===== src/rtl/ili_spi_slave.sv =====
// ili_spi_slave
//   SPI mode-0 slave with an ILI9341-style command/data byte decoder. Serves
//   as the display-side loopback target for the ILI9341 SPI master path.
//   Every received byte is tagged with its dc bit and a parameter ordinal.
//   The tagged byte is queued in a small show-ahead FIFO that the consumer
//   drains with a valid/ready handshake.
//
// Ports
//   clk, rst              system clock, asynchronous active-low reset
//   sclk, mosi, cs, dc    SPI stream from the master (asynchronous to clk)
//   miso                  registered serial data back to the master
//   i_tx_data, o_tx_req   next byte to return; pulse when it has been loaded
//   o_data, o_dc,
//   o_param_idx, o_valid,
//   i_ready               FIFO head entry and pop handshake
//   o_overflow, i_clr_ovf sticky drop flag and its clear
//   o_frame_err           pulse: cs deasserted in the middle of a byte
//   o_busy                chip select (synchronized) asserted
module ili_spi_slave #(
    parameter int SYNC_STAGES = 2,
    parameter int FIFO_DEPTH  = 4,
    parameter int IDX_W       = 4
) (
    input  logic             clk,
    input  logic             rst,
    input  logic             sclk,
    input  logic             mosi,
    input  logic             cs,
    input  logic             dc,
    output logic             miso,
    input  logic [7:0]       i_tx_data,
    output logic             o_tx_req,
    output logic [7:0]       o_data,
    output logic             o_dc,
    output logic [IDX_W-1:0] o_param_idx,
    output logic             o_valid,
    input  logic             i_ready,
    output logic             o_overflow,
    input  logic             i_clr_ovf,
    output logic             o_frame_err,
    output logic             o_busy
);

    localparam int AW    = $clog2(FIFO_DEPTH);
    localparam int ENT_W = 9 + IDX_W;
    localparam logic [AW:0]      DEPTH_C = (AW+1)'(FIFO_DEPTH);
    localparam logic [AW:0]      CNT_ONE = (AW+1)'(1);
    localparam logic [AW-1:0]    PTR_ONE = AW'(1);
    localparam logic [IDX_W-1:0] IDX_ONE = IDX_W'(1);

    typedef enum logic {IDLE, SHIFT} state_t;

    // Parameter ordinal advance, holding at the top value instead of wrapping.
    function automatic logic [IDX_W-1:0] sat_inc(input logic [IDX_W-1:0] v);
        return (&v) ? v : v + IDX_ONE;
    endfunction

    // ---------------- input synchronizers and edge detection ----------------
    logic [SYNC_STAGES-1:0] sclk_sync_q, sclk_sync_d;
    logic [SYNC_STAGES-1:0] mosi_sync_q, mosi_sync_d;
    logic [SYNC_STAGES-1:0] cs_sync_q,   cs_sync_d;
    logic [SYNC_STAGES-1:0] dc_sync_q,   dc_sync_d;
    logic sclk_s, mosi_s, cs_s, dc_s;
    logic sclk_dly_q, sclk_dly_d, cs_dly_q, cs_dly_d;
    logic mosi_dly_q, mosi_dly_d, dc_dly_q, dc_dly_d;
    logic sclk_rise_q, sclk_rise_d, sclk_fall_q, sclk_fall_d;
    logic cs_fall_q, cs_fall_d, cs_rise_q, cs_rise_d;

    assign sclk_s = sclk_sync_q[SYNC_STAGES-1];
    assign mosi_s = mosi_sync_q[SYNC_STAGES-1];
    assign cs_s   = cs_sync_q[SYNC_STAGES-1];
    assign dc_s   = dc_sync_q[SYNC_STAGES-1];

    // Edge pulses are registered; mosi/dc get the same one-cycle delay so the
    // data bit seen with a rise pulse is the one sampled when sclk went high.
    always_comb begin
        sclk_sync_d = {sclk_sync_q[SYNC_STAGES-2:0], sclk};
        mosi_sync_d = {mosi_sync_q[SYNC_STAGES-2:0], mosi};
        cs_sync_d   = {cs_sync_q[SYNC_STAGES-2:0],   cs};
        dc_sync_d   = {dc_sync_q[SYNC_STAGES-2:0],   dc};
        sclk_dly_d  = sclk_s;
        cs_dly_d    = cs_s;
        mosi_dly_d  = mosi_s;
        dc_dly_d    = dc_s;
        sclk_rise_d = sclk_s & ~sclk_dly_q;
        sclk_fall_d = ~sclk_s & sclk_dly_q;
        cs_fall_d   = ~cs_s & cs_dly_q;
        cs_rise_d   = cs_s & ~cs_dly_q;
    end

    always_ff @(posedge clk or negedge rst) begin
        if (!rst) begin
            sclk_sync_q <= '0;
            mosi_sync_q <= '0;
            cs_sync_q   <= '1;
            dc_sync_q   <= '0;
            sclk_dly_q  <= 1'b0;
            cs_dly_q    <= 1'b1;
            mosi_dly_q  <= 1'b0;
            dc_dly_q    <= 1'b0;
            sclk_rise_q <= 1'b0;
            sclk_fall_q <= 1'b0;
            cs_fall_q   <= 1'b0;
            cs_rise_q   <= 1'b0;
        end else begin
            sclk_sync_q <= sclk_sync_d;
            mosi_sync_q <= mosi_sync_d;
            cs_sync_q   <= cs_sync_d;
            dc_sync_q   <= dc_sync_d;
            sclk_dly_q  <= sclk_dly_d;
            cs_dly_q    <= cs_dly_d;
            mosi_dly_q  <= mosi_dly_d;
            dc_dly_q    <= dc_dly_d;
            sclk_rise_q <= sclk_rise_d;
            sclk_fall_q <= sclk_fall_d;
            cs_fall_q   <= cs_fall_d;
            cs_rise_q   <= cs_rise_d;
        end
    end

    // ---------------- shift FSM and byte tagging ----------------
    state_t           state_q, state_d;
    logic [2:0]       bit_cnt_q, bit_cnt_d;
    logic [7:0]       rx_q, rx_d;
    logic [7:0]       tx_q, tx_d;
    logic             miso_q, miso_d;
    logic             tx_req_q, tx_req_d;
    logic             frame_err_q, frame_err_d;
    logic             byte_vld_q, byte_vld_d;
    logic [7:0]       byte_data_q, byte_data_d;
    logic             byte_dc_q, byte_dc_d;
    logic [IDX_W-1:0] byte_idx_q, byte_idx_d;
    logic [IDX_W-1:0] param_cnt_q, param_cnt_d;

    always_comb begin
        state_d     = state_q;
        bit_cnt_d   = bit_cnt_q;
        rx_d        = rx_q;
        tx_d        = tx_q;
        tx_req_d    = 1'b0;
        frame_err_d = 1'b0;
        byte_vld_d  = 1'b0;
        byte_data_d = byte_data_q;
        byte_dc_d   = byte_dc_q;
        byte_idx_d  = byte_idx_q;
        param_cnt_d = param_cnt_q;
        case (state_q)
            IDLE: begin
                if (cs_fall_q) begin
                    state_d   = SHIFT;
                    bit_cnt_d = 3'd0;
                    tx_d      = i_tx_data;
                    tx_req_d  = 1'b1;
                end
            end
            SHIFT: begin
                // cs release takes priority over a coincident sclk rise.
                if (cs_rise_q) begin
                    state_d     = IDLE;
                    frame_err_d = (bit_cnt_q != 3'd0);
                    bit_cnt_d   = 3'd0;
                end else if (sclk_rise_q) begin
                    rx_d = {rx_q[6:0], mosi_dly_q};
                    if (bit_cnt_q == 3'd7) begin
                        bit_cnt_d   = 3'd0;
                        byte_vld_d  = 1'b1;
                        byte_data_d = {rx_q[6:0], mosi_dly_q};
                        byte_dc_d   = dc_dly_q;
                        byte_idx_d  = dc_dly_q ? param_cnt_q : '0;
                        param_cnt_d = dc_dly_q ? sat_inc(param_cnt_q) : '0;
                        tx_d        = i_tx_data;
                        tx_req_d    = 1'b1;
                    end else begin
                        bit_cnt_d = bit_cnt_q + 3'd1;
                    end
                end else if (sclk_fall_q && bit_cnt_q != 3'd0) begin
                    // No shift on the fall right after a (re)load: the new MSB
                    // must still be on miso at the next rise.
                    tx_d = {tx_q[6:0], 1'b0};
                end
            end
            default: state_d = IDLE;
        endcase
        miso_d = (state_d == SHIFT) ? tx_d[7] : 1'b0;
    end

    always_ff @(posedge clk or negedge rst) begin
        if (!rst) begin
            state_q     <= IDLE;
            bit_cnt_q   <= 3'd0;
            rx_q        <= '0;
            tx_q        <= '0;
            miso_q      <= 1'b0;
            tx_req_q    <= 1'b0;
            frame_err_q <= 1'b0;
            byte_vld_q  <= 1'b0;
            byte_data_q <= '0;
            byte_dc_q   <= 1'b0;
            byte_idx_q  <= '0;
            param_cnt_q <= '0;
        end else begin
            state_q     <= state_d;
            bit_cnt_q   <= bit_cnt_d;
            rx_q        <= rx_d;
            tx_q        <= tx_d;
            miso_q      <= miso_d;
            tx_req_q    <= tx_req_d;
            frame_err_q <= frame_err_d;
            byte_vld_q  <= byte_vld_d;
            byte_data_q <= byte_data_d;
            byte_dc_q   <= byte_dc_d;
            byte_idx_q  <= byte_idx_d;
            param_cnt_q <= param_cnt_d;
        end
    end

    // ---------------- receive FIFO ----------------
    logic [ENT_W-1:0] mem_q [FIFO_DEPTH];
    logic [ENT_W-1:0] mem_d [FIFO_DEPTH];
    logic [AW-1:0]    wr_ptr_q, wr_ptr_d, rd_ptr_q, rd_ptr_d;
    logic [AW:0]      count_q, count_d;
    logic             ovf_q, ovf_d;
    logic             pop, full, wr_en;
    logic [ENT_W-1:0] head;

    always_comb begin
        pop   = (count_q != '0) & i_ready;
        full  = (count_q == DEPTH_C);
        // A pop in the same cycle frees the slot, so a full FIFO still accepts.
        wr_en = byte_vld_q & (~full | pop);
        mem_d = mem_q;
        if (wr_en) begin
            mem_d[wr_ptr_q] = {byte_dc_q, byte_idx_q, byte_data_q};
        end
        wr_ptr_d = wr_en ? wr_ptr_q + PTR_ONE : wr_ptr_q;
        rd_ptr_d = pop ? rd_ptr_q + PTR_ONE : rd_ptr_q;
        count_d  = count_q;
        if (wr_en && !pop) begin
            count_d = count_q + CNT_ONE;
        end else if (!wr_en && pop) begin
            count_d = count_q - CNT_ONE;
        end
        ovf_d = ovf_q;
        if (byte_vld_q && full && !pop) begin
            ovf_d = 1'b1;
        end else if (i_clr_ovf) begin
            ovf_d = 1'b0;
        end
    end

    always_ff @(posedge clk or negedge rst) begin
        if (!rst) begin
            for (int i = 0; i < FIFO_DEPTH; i++) begin
                mem_q[i] <= '0;
            end
            wr_ptr_q <= '0;
            rd_ptr_q <= '0;
            count_q  <= '0;
            ovf_q    <= 1'b0;
        end else begin
            mem_q    <= mem_d;
            wr_ptr_q <= wr_ptr_d;
            rd_ptr_q <= rd_ptr_d;
            count_q  <= count_d;
            ovf_q    <= ovf_d;
        end
    end

    assign head        = mem_q[rd_ptr_q];
    assign o_data      = head[7:0];
    assign o_param_idx = head[8 +: IDX_W];
    assign o_dc        = head[ENT_W-1];
    assign o_valid     = (count_q != '0);
    assign o_overflow  = ovf_q;
    assign o_frame_err = frame_err_q;
    assign o_tx_req    = tx_req_q;
    assign miso        = miso_q;
    assign o_busy      = (state_q == SHIFT);

endmodule


===== config.mk =====
export PLATFORM = sky130hd
export DESIGN_NAME = ili_spi_slave
export DESIGN_NICKNAME = d
export VERILOG_FILES = /design/src/rtl/ili_spi_slave.sv
export SDC_FILE = /design/constraint.sdc
export NUM_CORES = 1
export LEC_CHECK = 0
export CAP_MARGIN = 40
export CORE_MARGIN = 3
export CORE_UTILIZATION = 45
export CTS_CLUSTER_DIAMETER = 60
export DETAILED_ROUTE_END_ITERATION = 7
export GPL_TIMING_DRIVEN = 0
export REMOVE_ABC_BUFFERS = 1
export SLEW_MARGIN = 20
export SYNTH_ARGS = -nofsm -noshare
export SYNTH_HDL_FRONTEND = slang
export SYNTH_SLANG_ARGS = --single-unit
export TNS_END_PERCENT = 5

===== constraint.sdc =====
create_clock -name clk -period 2.3 [get_ports clk]
set_clock_uncertainty 0.15 [all_clocks]
set_input_delay 0.575 -clock clk [delete_from_list [all_inputs] [get_ports clk]]
set_output_delay 0.575 -clock clk [all_outputs]
set_load 0.005 [all_outputs]

==> results.yml <==
job:
  drv_cap: 0
finish:
  layout_commonest_cell: "dfrtp_1"
  fill_cells: 826
  post-route-util_pct: 58.2
  antenna_cells: 0
  final_cell_area_um2: 6060
  area_growth_pct: 25.0
  final_cell_mix: "dfrtp_1 (109), mux2_2 (60), nand2_1 (46)"
  stdcell_count: 546
  fin_nets: 423
  drive_gt1_share_pct: 37.1
drt:
  wl_met2_um: 4220
  dr.pass1.iters: 4
  highest-signal-layer: "met4"
  drc: 0
  via_per_inst: 5.14
  wl_met1_um: 4180
  wl_met3_um: 274
  vias: 2805
  routed_wl_um: 8740
  drtAntennaViolNets: 0
  drtIter0Drc: 119
  wl_per_cell_um: 16.0
timing:
  setup_viol: 19
  clock.fmax_mhz: 393
  setup_tns_ns: -2.58
  min_period_ns: 2.54
  hold_viol: 0
  fin_crit_sh_pct: 111
  hold_ws_ns: 0.204
  slew_headroom_pct: 56.2
  layout_setup_ws_ns: -0.242
  worst_pin_slew_ns: 0.652
  rsz0062_at_grt: "yes"
  slew_violations: 0
clocking:
  clk_pin_slew_ns: 0.06
  cts_tree: "built"
  clockBufferDepth: 2
  clk_latency_ns: 0.51
  clockRootBuffer: "clkbuf_8"
  cts_buffers: 17
  clock_sinks: 116
  htree_num_levels: 4
global_route:
  grt_use_total_pct: 16.7
  grt-ovfl-total: 0
  grt_pass1_wl_um: 15100
  antenna_found_initial: 0
  grt_pass1_vias: 3005
  grt_max_degree: 77
floorplanning:
  core_area_um2: 10400
  placementRows: 37
  die_w_um: 110
  io_pins: 35
  die_area_um2: 12100
  start_util_pct: 46.5
  die_h_um: 110
pwr:
  comb_power_share_pct: 13.6
  power_frac_seq_pct: 40.5
  power_mw: 5.97
  p_leak_nw: 2.93
  swShare_pct: 24.1
  p_int_mw: 4.53
  ir_worst_vdd_mv: 0.866
  powerDensity_nw_per_um2: 985
  p_clk_share_pct: 45.9
  p_sw_mw: 1.44
placed_design:
  dp_cells: 504
  dp_hpwl_um: 5460
  preCtsSetupSlack_ns: -0.550
  numPortBuffers: 34
  routabilityCongestion: 0.727
  dpl_cell_area_um2: 5330
logic_synthesis:
  ys_seq_area_share_pct: 59.9
  synth-main-ff-cell: "dfrtp_1"
  synth_seq_cells: 116
  syn_area_per_cell_um2: 14.1
  yosysWarnings: 0
  syn_area_um2: 4850
  async_flop_share_pct: 100
  ys_types: 37
  synthCells: 344
  synth-edff-count: 0
worst_setup_path:
  timing.rr.start: "bit_cnt_q[1]"
  worstPathCellList: "buf_12 > buf_12 > mux4_2 > buf_2"
  cp-end-kind: "primary output"
  critical_path_class: "reg2out"
  timing.rr.end: "tx_q[1]"
  crit_start: "rd_ptr_q[0]"
  slowest_stage: "mux4_2"
  startpoint_type: "flop"
  endpoint: "o_param_idx[2]"
  reg2regPathDepth: 6
  crit_top_cell: "buf_12"
  cp_slowest_stage_delay_ns: 0.52
  r2r_slack_ns: -0.05
  cp.arrival_ns: 1.82
  worst_ep_required_time_ns: 1.57
  cp_max_fo: 4
worst_hold_path:
  hold_class: "reg2reg"
status:
  status: "finished with violations"
  violations: "setup timing"
## worst min-delay path by stage
stage / from / endpoint / slack (ns) / cells past startpoint
after global routing: dc_sync_q[1] / dc_dly_q / 0.21 / 0
after floorplan: rst / bit_cnt_q[0] / 0.13 / 0
final: dc_sync_q[1] / dc_dly_q / 0.20 / 0
after detailed placement: dc_sync_q[0] / dc_sync_q[1] / 0.19 / 0
after CTS: mosi_sync_q[1] / mosi_dly_q / 0.21 / 0
after global placement: dc_sync_q[1] / dc_dly_q / 0.19 / 0
## power by group through the flow
stage,sequential (mW),combinational (mW),clock (mW)
floorplan,2.43,0.343,0
global placement,2.52,0.470,0
detailed placement,2.47,0.571,0
CTS,2.42,0.820,2.81
global route,2.44,0.891,2.90
finish,2.42,0.813,2.74
## cell type report
cell class	count	area (um^2)	area share, %
repair buffers	48	460	7.60
flip-flops and latches	116	2910	48.1
inverters	9	37.5	0.619
clock buffers	18	428	7.06
well taps	136	170	2.81
clock inverters	14	201	3.32
multi-input cells	205	1850	30.5
## kinds of logic after synthesis
family                   Yosys count  share of synthesized area [%]
AO/OA/AOI/OAI                     31                           4.67
XOR/XNOR                           6                           1.08
adder cells (fa/ha/maj)           10                           2.74
buffers and inverters             23                           2.68
flip-flops                       116                           59.9
multiplexers                      74                           20.2
AND/OR/NAND/NOR                   84                           8.70
## cells in the mapped netlist (3+ instances only)
cell,instances,share of area (%)
nand2_4,4,0.93
nand2_1,47,3.6
a221o_1,6,1.2
dfstp_2,3,1.6
inv_1,9,0.70
dfrtp_1,113,58
mux4_2,13,6.0
a21oi_1,4,0.41
nor2_1,5,0.39
ha_1,9,2.3
nand3_1,4,0.41
o21ai_0,12,1.2
mux2_2,60,14
buf_2,5,0.52
xnor2_1,4,0.72
nor2b_1,6,0.77
and2_1,6,0.77
clkbuf_1,4,0.31
buf_6,5,1.2
nand2b_1,5,0.65
## metal layers
metal / track usage [%] / vias up
li1: - / 1321
met1: 22.2 / 1443
met2: 25.8 / 35
met3: 5.75 / 6
met4: 5.43 / 0
met5: 0 / -
## worst max-delay path, delay by kind of cell (launching register included)
family,cells,cell delay (ns)
buffers and inverters,3,0.38
multiplexers,1,0.52
flip-flops,1,0.40
## sequential cells by signal (all words and copies together) (netlist names), 2 cells and up
| name | cells |
|---|---|
| sclk_sync_q | 2 |
| byte_data_q | 8 |
| rx_q | 7 |
| param_cnt_q | 4 |
| dc_sync_q | 2 |
| tx_q | 8 |
| rd_ptr_q | 2 |
| mem_q | 52 |
| wr_ptr_q | 2 |
| mosi_sync_q | 2 |
| bit_cnt_q | 3 |
| count_q | 3 |
| cs_sync_q | 2 |
| byte_idx_q | 4 |
## what timing repair did
| action | 4_1_cts | 5_1_grt |
|---|---|---|
| resized for setup | 58 | 12 |
| endpoints found under the setup margin | 23 | 37 |
| pin swaps | 0 | 6 |
| setup buffers | 9 | 0 |
| hold buffers | 1 | 0 |
| hold endpoints to repair | 40 | 0 |
No activity file was read; power rests on OpenSTA's default activity.
